$ cat config.mk
export PLATFORM = sky130hd
export DESIGN_NAME = bin_down_timer_flat
export DESIGN_NICKNAME = d
export VERILOG_FILES = /design/src/rtl/bin_down_timer_pkg.sv /design/src/rtl/bin_down_timer_if.sv /design/src/rtl/bin_down_timer.sv /design/src/flat_wrapper.sv
export SDC_FILE = /design/constraint.sdc
export NUM_CORES = 1
export LEC_CHECK = 0
export CORE_UTILIZATION = 46
export DETAILED_ROUTE_END_ITERATION = 8
export HOLD_SLACK_MARGIN = 0.08
export PLACE_DENSITY = 0.75
export RECOVER_POWER = 50
export SLEW_MARGIN = 10
export SYNTH_ARGS = -nofsm -noshare
export SYNTH_HDL_FRONTEND = slang
export SYNTH_SLANG_ARGS = --single-unit
$ cat constraint.sdc
create_clock -name clk -period 2.6 [get_ports clk]
set_input_delay 0.26 -clock clk [delete_from_list [all_inputs] [get_ports clk]]
set_output_delay 0.26 -clock clk [all_outputs]
set_load 0.1 [all_outputs]
$ cat src/rtl/bin_down_timer_pkg.sv
// Shared definitions for the binary down-timer: FSM state encoding and timer mode constants.
package bin_down_timer_pkg;

    typedef enum logic {
        IDLE = 1'b0,
        RUN  = 1'b1
    } state_t;

    localparam logic ONE_SHOT    = 1'b0;
    localparam logic AUTO_RELOAD = 1'b1;

endpackage : bin_down_timer_pkg

$ cat src/rtl/bin_down_timer_if.sv
// Control/status bundle of the binary down-timer; master drives commands, slave (timer) drives status.
interface bin_down_timer_if #(
    parameter int unsigned N = 8
);
    logic         start;
    logic         stop;
    logic         mode;
    logic [N-1:0] load_val;
    logic [N-1:0] q;
    logic         busy;
    logic         min_tick;

    modport master (
        output start, stop, mode, load_val,
        input  q, busy, min_tick
    );

    modport slave (
        input  start, stop, mode, load_val,
        output q, busy, min_tick
    );
endinterface : bin_down_timer_if

$ cat src/rtl/bin_down_timer.sv
// N-bit down-timer with one-shot / auto-reload modes and a terminal-count pulse.
// Status outputs are decoded from registers only, so no input reaches them combinationally.
module bin_down_timer
    import bin_down_timer_pkg::*;
#(
    parameter int unsigned N = 8
) (
    input  logic             clk,
    input  logic             reset,
    bin_down_timer_if.slave  bus
);

    state_t       r_state;
    state_t       w_state_nxt;
    logic [N-1:0] r_q;
    logic [N-1:0] w_q_nxt;
    logic [N-1:0] r_rld;
    logic [N-1:0] w_rld_nxt;
    logic         w_at_zero;

    assign w_at_zero = (r_q == '0);

    // State and count registers
    always_ff @(posedge clk) begin
        if (reset) begin
            r_state <= IDLE;
            r_q     <= '0;
            r_rld   <= '0;
        end else begin
            r_state <= w_state_nxt;
            r_q     <= w_q_nxt;
            r_rld   <= w_rld_nxt;
        end
    end

    // Next-state logic; stop outranks restart, which outranks the terminal action
    always_comb begin
        w_state_nxt = r_state;
        w_q_nxt     = r_q;
        w_rld_nxt   = r_rld;
        unique case (r_state)
            IDLE: begin
                if (bus.start) begin
                    w_q_nxt     = bus.load_val;
                    w_rld_nxt   = bus.load_val;
                    w_state_nxt = RUN;
                end
            end
            RUN: begin
                if (bus.stop) begin
                    w_state_nxt = IDLE;
                end else if (bus.start) begin
                    w_q_nxt   = bus.load_val;
                    w_rld_nxt = bus.load_val;
                end else if (!w_at_zero) begin
                    w_q_nxt = r_q - N'(1);
                end else if (bus.mode == AUTO_RELOAD) begin
                    w_q_nxt = r_rld;
                end else begin
                    w_state_nxt = IDLE;
                end
            end
            default: begin
                w_state_nxt = IDLE;
            end
        endcase
    end

    assign bus.q        = r_q;
    assign bus.busy     = (r_state == RUN);
    assign bus.min_tick = (r_state == RUN) && w_at_zero;

endmodule : bin_down_timer

$ cat src/flat_wrapper.sv
// flat-port wrapper written by rule: the top's interface ports become plain ports
module bin_down_timer_flat import bin_down_timer_pkg::*;
#(
    parameter int unsigned N = 8
)
  (clk, reset, bus_start, bus_stop, bus_mode, bus_load_val, bus_q, bus_busy, bus_min_tick);
  bin_down_timer_if #(.N(N)) bus_i ();
  input  logic clk;
  input  logic reset;
  input wire logic [$bits(bus_i.start)-1:0] bus_start;
  input wire logic [$bits(bus_i.stop)-1:0] bus_stop;
  input wire logic [$bits(bus_i.mode)-1:0] bus_mode;
  input wire logic [$bits(bus_i.load_val)-1:0] bus_load_val;
  output wire logic [$bits(bus_i.q)-1:0] bus_q;
  output wire logic [$bits(bus_i.busy)-1:0] bus_busy;
  output wire logic [$bits(bus_i.min_tick)-1:0] bus_min_tick;
  assign bus_i.start = bus_start;
  assign bus_i.stop = bus_stop;
  assign bus_i.mode = bus_mode;
  assign bus_i.load_val = bus_load_val;
  assign bus_q = bus_i.q;
  assign bus_busy = bus_i.busy;
  assign bus_min_tick = bus_i.min_tick;
  bin_down_timer #(.N(N)) u_core (.clk(clk), .reset(reset), .bus(bus_i));
endmodule
== Word level (Yosys, flattened, before mapping) ==
Cells that the tools add are included.

* Equality and inequality tests: 3
* Reductions and logical operators: 3
* Multiplexer cells: 15
* $add $sub $neg: 1
* Bitwise operators: 1

{| class="wikitable"
|+ Operators by type and width
! kind !! count
|-
| 2-to-1 mux 8 bit || 7
|-
| case mux 8 bit (2 select lines) || 2
|-
| logical NOT 8 bit || 1
|-
| subtractor 8 x 1 -> 8 bit (second input constant) || 1
|-
| 2-to-1 mux 1 bit || 5
|-
| != test 2 bit (second input constant) || 2
|-
| != test 4 bit (second input constant) || 1
|-
| AND reduction 3 bit || 1
|-
| case mux 1 bit (2 select lines) || 1
|-
| logical AND 1 bit || 1
|-
| NOT 1 bit || 1
|}

* Bits in registers: 17
* Logic and storage cells: 26
* Input bits: 13
* Output and inout bits: 10

== Logic depth before layout (Yosys ltp) ==
* Depth in word-level cells: 5
* Depth in mapped cells: 8
* Mapped depth without buffers: 6

== Worst setup path before layout ==
OpenSTA, ideal clock, no wires.

* Path kind: register to output
* Start point: reg u_core.r_q[0], in the netlist u_core.bus.q[0]
* End point: out bus_min_tick
* Arrival: 3,306 ps
* Data required time: 2,340 ps
* Cell stages (with the launch flop): 7
* Path slack: -966 ps
* Buffers on the path: 1
* Cell sequence: dfxtp_1 inv_1 ha_1 or3b_2 or2_2 clkbuf_1 nor2_1

* Longest elaborated chain between the ends: 2

{| class="wikitable"
|+ Ends and longest elaborated chain
! element !! RTL line !! text
|-
| from (decl) || bin_down_timer.sv:15 || <nowiki>logic [N-1:0] r_q;</nowiki>
|-
| from (signal assigned) || bin_down_timer.sv:31 || <nowiki>r_q <= w_q_nxt;</nowiki>
|-
| logical NOT 8 bit || bin_down_timer.sv:21 || <nowiki>assign w_at_zero = (r_q == '0);</nowiki>
|-
| logical AND 1 bit || bin_down_timer.sv:71 || <nowiki>assign bus.min_tick = (r_state == RUN) && w_at_zero;</nowiki>
|-
| to (decl) || flat_wrapper.sv:16 || <nowiki>output wire logic [$bits(bus_i.min_tick)-1:0] bus_min_tick;</nowiki>
|}

No other way between the ends.

== Worst setup path after layout ==
Ends and elaborated chain as after synthesis.

==> flow_metrics.py <==
metrics = {
    "floorplan": {
        "initial_utilization_pct": 49.56,
        "core_area_um2": 1982,
        "fp.dieH_um": 48.21,
        "die_area_um2": 2324,
        "rows": 16,
        "io_pins": 23,
        "die_w_um": 48.21,
    },
    "route": {
        "highest_layer": "met4",
        "routedLengthMet1_um": 1147,
        "wl_met3_um": 142,
        "route.met2.wl_um": 1069,
        "wl_per_cell_um": 14.18,
        "drtIter0Drc": 28,
        "routed_wl_um": 2396,
        "firstDrtPassIters": 4,
        "drc": 0,
        "drtAntennaViolNets": 0,
        "num_vias": 977,
        "vias_per_cell": 5.781,
    },
    "cts": {
        "cts_buffers": 3,
        "clkSlewWorstSetupHoldPaths_ns": 0.09,
        "cts_root_buf": "clkbuf_4",
        "post_cts_buffers": 0,
        "clock_latency_ns": 0.28,
        "cts_resized": 0,
        "clock_path_buffers": 2,
        "htreeDepth": 1,
        "tritoncts": "done",
        "hold_buffers": 0,
        "cts_sinks": 17,
    },
    "logic_synthesis": {
        "synth_edf_count": 0,
        "synthXorXnorAreaFrac_pct": 2.675,
        "seq_area_frac_synth_pct": 34.65,
        "synth_ff_type": "dfxtp_1",
        "synth.distinct_cells": 35,
        "async_reset_ff_share_pct": 0,
        "ys_top_cells_by_count": "nand2_1 (28), dfxtp_1 (17), a21oi_1 (16)",
        "synthSimpleGateAreaFrac_pct": 25.10,
        "synth_adder_area_share_pct": 2.548,
        "syn_avg_cell_area_um2": 7.858,
        "synth_area_um2": 982.2,
        "yosysTopAreaCell": "dfxtp_1",
        "ys_ff_latch": 17,
        "syn_inst": 125,
        "yosys_warnings": 0,
        "yosysTopAreaCellShare_pct": 34.65,
        "synth_top_family_by_area": "compound AO/OA/AOI/OAI gates",
        "synth.area.top_cells": "dfxtp_1 (35%), nand2_1 (11%), a21oi_1 (8.2%), a311oi_1 (6.2%), ha_1 (2.5%)",
        "synth_compound_area_share_pct": 28.03,
        "synth_nets": 140,
        "synthMuxAreaShare_pct": 0,
        "post-synth-top-count-cell": "nand2_1",
    },
    "timing": {
        "min_period_ns": 2.495,
        "clock_skew_ns": 0.0006311,
        "hold_violations": 0,
        "grt_setup_unrepaired": "false",
        "max_slew_margin_pct": 22.70,
        "finalSetupTns_ns": 0,
        "setup_violations": 0,
        "worst_slew_pin_slew_ns": 1.165,
        "min_period_over_period_pct": 95.96,
        "final-max-slew-violation-count": 0,
        "fmax_mhz": 400.8,
    },
    "setup_path": {
        "cp-start-kind": "flip-flop",
        "r2r-end": "u_core.bus.q[1]$_SDFFE_PP0P_",
        "path_class": "flip-flop to primary output",
        "reg2reg_depth": 6,
        "r2r-start": "u_core.bus.q[0]$_SDFFE_PP0P_",
        "cp_max_fo": 9,
        "end_kind": "primary output",
        "r2r_setup_slack_ns": 0.34,
        "cp.arrival_ns": 2.24,
        "cp.required_ns": 2.34,
    },
    "run": {
        "drv_cap": 0,
    },
    "global_routing": {
        "grt_overflow": 0,
        "grt_start_max_net_pins": 18,
        "grt_antenna_before_repair": 0,
        "grt_pass1_wl_um": 3546,
        "gr-usage-all-layers_pct": 21.79,
        "grt_pass1_vias": 779,
    },
    "hold_path": {
        "min-delay-start": "u_core.r_rld[4]$_SDFFE_PP0P_",
        "min_path_cells": 2,
        "hold_end": "u_core.r_rld[4]$_SDFFE_PP0P_",
        "hold_class": "flip-flop to flip-flop",
    },
    "place": {
        "io_buffer_count": 22,
        "gp_congestion": 0.8815,
        "place_hpwl_um": 1735,
    },
    "cells_and_area": {
        "syn2layout_area_growth_pct": 22.17,
        "multi_input_area_um2": 580.6,
        "regArea_um2": 347.8,
        "antenna_cells": 0,
        "fill_cells": 186,
        "drive_above_1_share_pct": 15.49,
        "nets": 158,
    },
    "power_and_ir_drop": {
        "power-per-cell-area_nw_per_um2": 673.4,
        "leakagePower_nw": 0.4419,
        "finalPower_uw": 808.0,
        "vdd_drop_max_v": 0.0003891,
    },
    "run_status": {
        "status": "completed",
    },
}
critical path, stage by stage, from the launching register on:
cell,delay [ns]
dfxtp_2,0.37
inv_1,0.09
ha_1,0.22
or3b_2,0.52
or2_2,0.41
nor2_4,0.16
buf_12,0.18
layout make-up:
cell class,count,area share [%]
Inverter,4,1.251
Sequential cell,17,28.99
Timing Repair Buffer,23,16.37
Tap cell,27,2.815
Multi-Input combinational cell,94,48.38
Clock buffer,4,2.190
worst max path at each step:
stage / startpoint / cells after the start / endpoint / slack (ns)
CTS: u_core.bus.q[0]$_SDFFE_PP0P_ / 6 / bus_min_tick / 0.12
finish: u_core.bus.q[0]$_SDFFE_PP0P_ / 6 / bus_min_tick / 0.10
global route: u_core.bus.q[1]$_SDFFE_PP0P_ / 6 / bus_min_tick / 0.02
floorplan: u_core.bus.q[0]$_SDFFE_PP0P_ / 6 / bus_min_tick / 0.004
global placement: u_core.bus.q[0]$_SDFFE_PP0P_ / 6 / u_core.bus.q[0]$_SDFFE_PP0P_ / 0.42
detailed placement: u_core.bus.q[0]$_SDFFE_PP0P_ / 6 / u_core.bus.q[1]$_SDFFE_PP0P_ / 0.37
through the flow:
step	setup slack, ns	hold slack, ns	cells	area (um2)	util (%)
2_1_floorplan	0.004337	0.3960	125	997.2	-
3_3_place_gp	0.4231	0.4446	165	1192	60.16
3_5_place_dp	0.3724	0.4484	165	1192	60.16
4_1_cts	0.1245	0.4623	169	1219	61.49
5_1_grt	0.01643	0.4854	169	1200	60.54
6_report	0.1050	0.4627	169	1200	60.54
kinds of logic (layout without fill, tap and decap cells):
group,Yosys count,count (layout)
and+or+nand+nor,49,49
AOI/OAI and AO/OA,40,40
DFF,17,17
buffers and inverters,14,31
xor gates and xnor gates,3,3
adders and majority gates,2,2
flip-flops by register name, summed over array words and instances (netlist names):
register         cells
u_core.bus.q         8
u_core.r_rld         8
u_core.bus.busy      1
cell usage in the layout (no fill, tap or decap), types with 2 or more instances in the layout:
master	instances
a211oi_1	2
a21oi_1	16
a2bb2oi_1	2
a311oi_1	7
buf_4	5
clkbuf_1	6
clkbuf_4	3
clkdlybuf4s50_1	11
dfxtp_1	11
dfxtp_2	6
ha_1	2
inv_1	4
nand2_1	28
nand2b_1	2
nand3_1	2
nor2b_1	2
nor3_1	2
nor3b_1	2
o211ai_1	3
o21ai_0	3
o31ai_1	2
or3_1	2
or3b_2	2
or4_1	2
xor2_1	2
per-layer routing:
layer	vias up	GRT usage, %
li1	487	-
met1	450	31.15
met2	34	35.20
met3	6	2.222
met4	0	5.000
met5	-	0
where the power goes:
part	switching [mW]	internal (mW)
clock network	0.0790	0.0596
logic	0.245	0.104
registers	0.0324	0.288
total	0.356	0.452
(Power assumes the default switching activity.)
